### config.mk
export PLATFORM = sky130hd
export DESIGN_NAME = tri_host_driver
export DESIGN_NICKNAME = d
export VERILOG_FILES = /design/src/rtl/tri_host_driver.sv
export SDC_FILE = /design/constraint.sdc
export NUM_CORES = 1
export LEC_CHECK = 0
export ABC_AREA = 1
export ABC_CLOCK_PERIOD_IN_PS = 4200
export BUFFER_PORTS_ARGS = -buffer_cell sky130_fd_sc_hd__buf_4
export CAP_MARGIN = 20
export CELL_PAD_IN_SITES_DETAIL_PLACEMENT = 2
export CELL_PAD_IN_SITES_GLOBAL_PLACEMENT = 2
export CORE_ASPECT_RATIO = 0.5
export CORE_UTILIZATION = 33
export CTS_BUF_LIST = sky130_fd_sc_hd__clkbuf_4 sky130_fd_sc_hd__clkbuf_8
export CTS_CLUSTER_SIZE = 24
export DETAILED_ROUTE_END_ITERATION = 12
export PLACE_DENSITY_LB_ADDON = 0.1
export SLEW_MARGIN = 20
export SYNTH_ARGS = -nofsm -noshare
export SYNTH_HDL_FRONTEND = slang
export SYNTH_SLANG_ARGS = --single-unit
### constraint.sdc
create_clock -name clk -period 4.2 [get_ports clk]
set_input_delay 0.42 -clock clk [delete_from_list [all_inputs] [get_ports clk]]
set_output_delay 0.42 -clock clk [all_outputs]
set_load 0.03 [all_outputs]
### src/rtl/tri_host_driver.sv
// Host-side issuer for the triangle rendering engine: plays one triangle onto
// nt/xi/yi in vertex order, then tracks busy/po for completion, pixel count and timeout.
module tri_host_driver #(
  parameter int unsigned COORD_W = 3,
  parameter int unsigned CNT_W   = 7,
  parameter int unsigned TIMEOUT = 255,
  parameter int unsigned TO_W    = 8
) (
  input  logic                 clk,
  input  logic                 rst,
  input  logic                 req_valid,
  output logic                 req_ready,
  input  logic [6*COORD_W-1:0] req_tri,
  output logic                 nt,
  output logic [COORD_W-1:0]   xi,
  output logic [COORD_W-1:0]   yi,
  input  logic                 busy,
  input  logic                 po,
  output logic                 done,
  output logic                 err,
  output logic [CNT_W-1:0]     pix_cnt
);

  typedef struct packed {
    logic [COORD_W-1:0] x1;
    logic [COORD_W-1:0] y1;
    logic [COORD_W-1:0] x2;
    logic [COORD_W-1:0] y2;
    logic [COORD_W-1:0] x3;
    logic [COORD_W-1:0] y3;
  } tri_t;

  typedef enum logic [2:0] {
    S_IDLE,
    S_V1,
    S_V2,
    S_V3,
    S_WAIT,
    S_DONE
  } state_t;

  state_t             state_q, state_d;
  tri_t               tri_q, tri_d;
  logic [TO_W-1:0]    to_q, to_d;
  logic [CNT_W-1:0]   pix_q, pix_d;
  logic               nt_d, done_d, err_d;
  logic [COORD_W-1:0] xi_d, yi_d;
  logic               accept;
  logic               counting;

  // Ready only when idle, engine quiet and out of reset.
  assign req_ready = (state_q == S_IDLE) && !busy && rst;
  assign pix_cnt   = pix_q;

  // Next-state, datapath and next-output logic.
  always_comb begin
    state_d  = state_q;
    tri_d    = tri_q;
    to_d     = to_q;
    pix_d    = pix_q;
    nt_d     = 1'b0;
    xi_d     = xi;
    yi_d     = yi;
    done_d   = 1'b0;
    err_d    = 1'b0;
    accept   = req_valid && req_ready;
    counting = (state_q == S_V2) || (state_q == S_V3) || (state_q == S_WAIT);

    case (state_q)
      S_IDLE: begin
        if (accept) begin
          tri_d   = tri_t'(req_tri);
          to_d    = '0;
          pix_d   = '0;
          state_d = S_V1;
        end
      end
      S_V1:   state_d = S_V2;
      S_V2:   state_d = S_V3;
      S_V3:   state_d = S_WAIT;
      S_WAIT: begin
        to_d = to_q + TO_W'(1);
        // First WAIT cycle (to_q == 0) ignores busy: engine may not have started yet.
        if ((to_q != '0) && !busy) begin
          state_d = S_DONE;
        end else if (to_q == TO_W'(TIMEOUT)) begin
          state_d = S_DONE;
          err_d   = 1'b1;
        end
      end
      S_DONE:  state_d = S_IDLE;
      default: state_d = S_IDLE;
    endcase

    if (counting && po && (pix_q != {CNT_W{1'b1}})) begin
      pix_d = pix_q + CNT_W'(1);
    end

    // Outputs are registered from the next state so they line up with it.
    case (state_d)
      S_V1: begin
        nt_d = 1'b1;
        xi_d = tri_d.x1;
        yi_d = tri_d.y1;
      end
      S_V2: begin
        xi_d = tri_d.x2;
        yi_d = tri_d.y2;
      end
      S_V3: begin
        xi_d = tri_d.x3;
        yi_d = tri_d.y3;
      end
      S_DONE:  done_d = 1'b1;
      default: ;
    endcase
  end

  // State and output registers.
  always_ff @(posedge clk) begin
    if (!rst) begin
      state_q <= S_IDLE;
      tri_q   <= '0;
      to_q    <= '0;
      pix_q   <= '0;
      nt      <= 1'b0;
      xi      <= '0;
      yi      <= '0;
      done    <= 1'b0;
      err     <= 1'b0;
    end else begin
      state_q <= state_d;
      tri_q   <= tri_d;
      to_q    <= to_d;
      pix_q   <= pix_d;
      nt      <= nt_d;
      xi      <= xi_d;
      yi      <= yi_d;
      done    <= done_d;
      err     <= err_d;
    end
  end

endmodule

==> results by stage <==
Logic synthesis:
- The Yosys step of the flow raised 0 warnings.
- The commonest cells after synthesis are sky130_fd_sc_hd__nand2_1 (82), sky130_fd_sc_hd__inv_1 (48), sky130_fd_sc_hd__dfxtp_1 (45), sky130_fd_sc_hd__nor2_1 (44), sky130_fd_sc_hd__nand3_1 (32).
- The number of nets in the synthesized netlist is 345.
- Counting flops and latches in the post-synthesis netlist gives between 40 and 50.
- The fraction of synthesis flops using an asynchronous set or reset pin is 0%.
- The most frequent cell after synthesis is sky130_fd_sc_hd__nand2_1.
- After synthesis the cells add up to 0.00213 sq mm.
- The count of cell types in the netlist is 25.
- The synthesized design spends more area on one cell type than any other, namely sky130_fd_sc_hd__dfxtp_1.
- By area the synthesized netlist is led by sky130_fd_sc_hd__dfxtp_1 (42%), sky130_fd_sc_hd__nand2_1 (14%), sky130_fd_sc_hd__inv_1 (8.4%).
- Synthesis produced a netlist whose cell count is between 300 and 400.
- The average instance in the mapped netlist occupies 6.69 sq um.
- The portion of synthesized cell area occupied by the leading cell type is 42.2%.
- In the synthesized netlist the dominant register cell turns out to be sky130_fd_sc_hd__dfxtp_1.
- After synthesis, flip-flops and latches occupy 42.2% of the total area.
- In this run, synthesis inferred 0 flip-flops with an integrated enable.

Placed design:
- The routability congestion estimate is 0.760.
- The number of buffer cells added on primary ports is 39.
- The post-placement setup slack is 1390 ps.
- The count of placed standard cells including taps is about 440.
- The standard cell area after detailed placement is 0.00249 sq mm.
- The half-perimeter wire length after placement is 4850 microns.

GRT:
- The met3 track demand over resource is under 10%.
- The global routing usage on met1 is between 20 and 30%.
- The overall routing resource usage is 21.5%.
- The met2 routing resource usage after global routing is 37.7%.
- The number of global-route vias before repair is 2261.
- The layer flagged by global routing as most heavily used is met2.
- The initial antenna violation count came to 0.
- Entering global routing, the biggest net connects 35 pins.
- The wire length of the first global-routing pass is about 11000 microns.
- The total overflow left after global routing is 0.

Floorplan:
- The starting density of the core is 34.7%.
- After floorplanning, the core was sized to cover 0.00616 sq mm.
- The die covers 0.00681 sq mm.
- The number of placed I/O pins is 40.
- The die outline height is 58.9 microns.
- In this run the horizontal extent of the chip is around 120 microns.
- The cell row count is 20.

Timing:
- The final critical path takes up 58.3% of the cycle.
- The slew at the pin closest to its max-slew limit is 816 ps.
- The final setup slack of the worst path is 1750 ps.
- The count of pins over their slew limit came to 0.
- In this run the tightest slew margin relative to its limit is 45.5%.
- The number of failing setup endpoints in the final timing report is 0.
- Counting I/O delays and the setup requirement, the final critical path takes approximately 2400 ps.
- For this run, the top clock speed supported by timing is between 0.4 and 0.5 GHz.
- The final sum of negative setup slack is 0 ps.
- Setup repair after global routing left no endpoint under its margin.
- The worst clock skew is 3.80 ps.
- The final-report hold violation count was 0.

Drt:
- The post-detailed-route DRC marker count is 0.
- In this run, the number of DRC markers left after iteration 0 of detailed routing was roughly 50.
- For this block, the routed nets add up to around 6500 microns of wire.
- The average routed wire per standard cell is 14.6 microns.
- The first TritonRoute pass finished after 4 iterations.
- After detailed routing, the number of vias per cell comes to 4.81.
- Once detail routing completed, the nets flagged for antenna violations numbered 0.
- The final route contains between 2k and 2.5k vias.

Clocking:
- Buffers inserted to repair hold after CTS numbered 0.
- The clock passes through at most 2 buffers.
- The number of clock sinks is between 40 and 50.
- The clock-pin transition on the worst setup and hold timing paths is 90 ps.
- Once the clock tree was built, the setup fixing pass inserted 0 buffers.
- Clock tree synthesis inserted a total of 5 buffers.
- The root buffer cell is sky130_fd_sc_hd__clkbuf_8.
- The TritonCTS clock tree is yes.
- At the later pin of the worst-skew pair, clock insertion delay measures 310 ps.
- The H-tree was split into 2 levels.
- The post-CTS resize count is 0.

Worst hold path:
- The path class of the tightest hold or removal check is in2reg.
- Counting instances, the worst hold path has a depth of 3.

Cells and area:
- The count of cells in the finished layout, fillers not included, comes to around 450.
- The final design instance area without fill is 0.00258 sq mm.
- The area growth from synthesis to final layout is 20.9%.
- The layout cell share with drive strength beyond 1 is 15.4%.
- The final layout contains approximately 380 nets.
- The number of antenna cells inserted is 0.

Critical path:
- The worst setup path is launched from a primary input.
- For the worst setup path, the data arrival time is 2650 ps.
- The cell depth of the worst flop-to-flop path is 8.
- The category of the most critical setup path is in2reg.
- For the worst setup path, the data required time is about 4400 ps.
- The worst setup path is captured at a flip-flop.
- Along the worst path, the maximum fanout reaches 34.

Power:
- After layout, the design draws a total of 0.000902 W.
- The leakage power is 1.22 nW.
- The power density over cell area is 349 mW/mm^2.
- The worst supply voltage drop on vdd is ~150 uV.

Flow run:
- Across the run, the number of max-cap violations was 0.

Status:
- The run finished with clean final reports.
==> per-layer routing <==
metal	up-vias	part of all wire [%]
li1	1067	-
met2	29	48
met1	1041	48
met4	0	1.1
met3	8	3.2
met5	-	0
==> layout make-up <==
class	count	area (sq um)
clock buffers	8	91.3
fillers	757	3570
inverters	50	188
multi-input cells	216	998
flip-flops and latches	45	901
well taps	88	110
repair buffers	39	293
==> layout by cell type, fill, tap and decap left out, drive strengths merged <==
cell,n
nand2,83
a21oi,18
buf,39
o21ai,18
clkbuf,8
nor4,1
nand3,32
nand3b,3
xnor2,1
ha,3
nand4,3
nor3,2
a211oi,3
inv,50
nor2,46
dfxtp,45
or2,3
==> critical path, stage by stage <==
cell and delay [ps]:
sky130_fd_sc_hd__buf_4 170, sky130_fd_sc_hd__inv_2 270, sky130_fd_sc_hd__nor2_1 200, sky130_fd_sc_hd__nand4_2 640, sky130_fd_sc_hd__inv_1 450, sky130_fd_sc_hd__nand2_1 130, sky130_fd_sc_hd__nand3_1 110, sky130_fd_sc_hd__nand2_1 60
sky130_fd_sc_hd__nor2_1 130, sky130_fd_sc_hd__nor2_1 50
==> report_power, final <==
group / total, W / internal (W) / switching, W
clock network: 0.000293 / 0.000138 / 0.000155
registers: 0.000457 / 0.000447 / 0.0000106
logic: 0.000151 / 0.0000539 / 0.0000974
==> worst paths after layout <==
| check | start | to | slack, ps |
|---|---|---|---|
| worst max register to register | state_q[1] | yi[2] | 1950 |
| worst min-delay path | rst | pix_cnt[4] | 430 |
| worst max-delay path | rst | yi[2] | 1750 |
| worst min register to register | pix_cnt[1] | pix_cnt[1] | 510 |
==> logic make-up after synthesis <==
logic type	share of synthesized area, %
AOI/OAI and AO/OA	9.50
DFF	42.2
adders and majority gates	1.76
and+or+nand+nor	35.1
xor gates and xnor gates	0.410
buffers and inverters	11.0
==> stage by stage <==
stage | hold slack [ps] | utilization, %
after detailed placement | 501 | 40.4
after global placement | 472 | 40.4
after CTS | 422 | 41.9
after floorplan | 467 | -
after global routing | 432 | 41.9
final | 434 | 41.9
==> state kept, by name, summed over array words and instances (netlist names) <==
register / cells
tri_q: 18
yi: 3
err: 1
state_q: 3
pix_cnt: 7
to_q: 8
nt: 1
done: 1
xi: 3
Note: power is estimated with default switching activity, not from simulation.
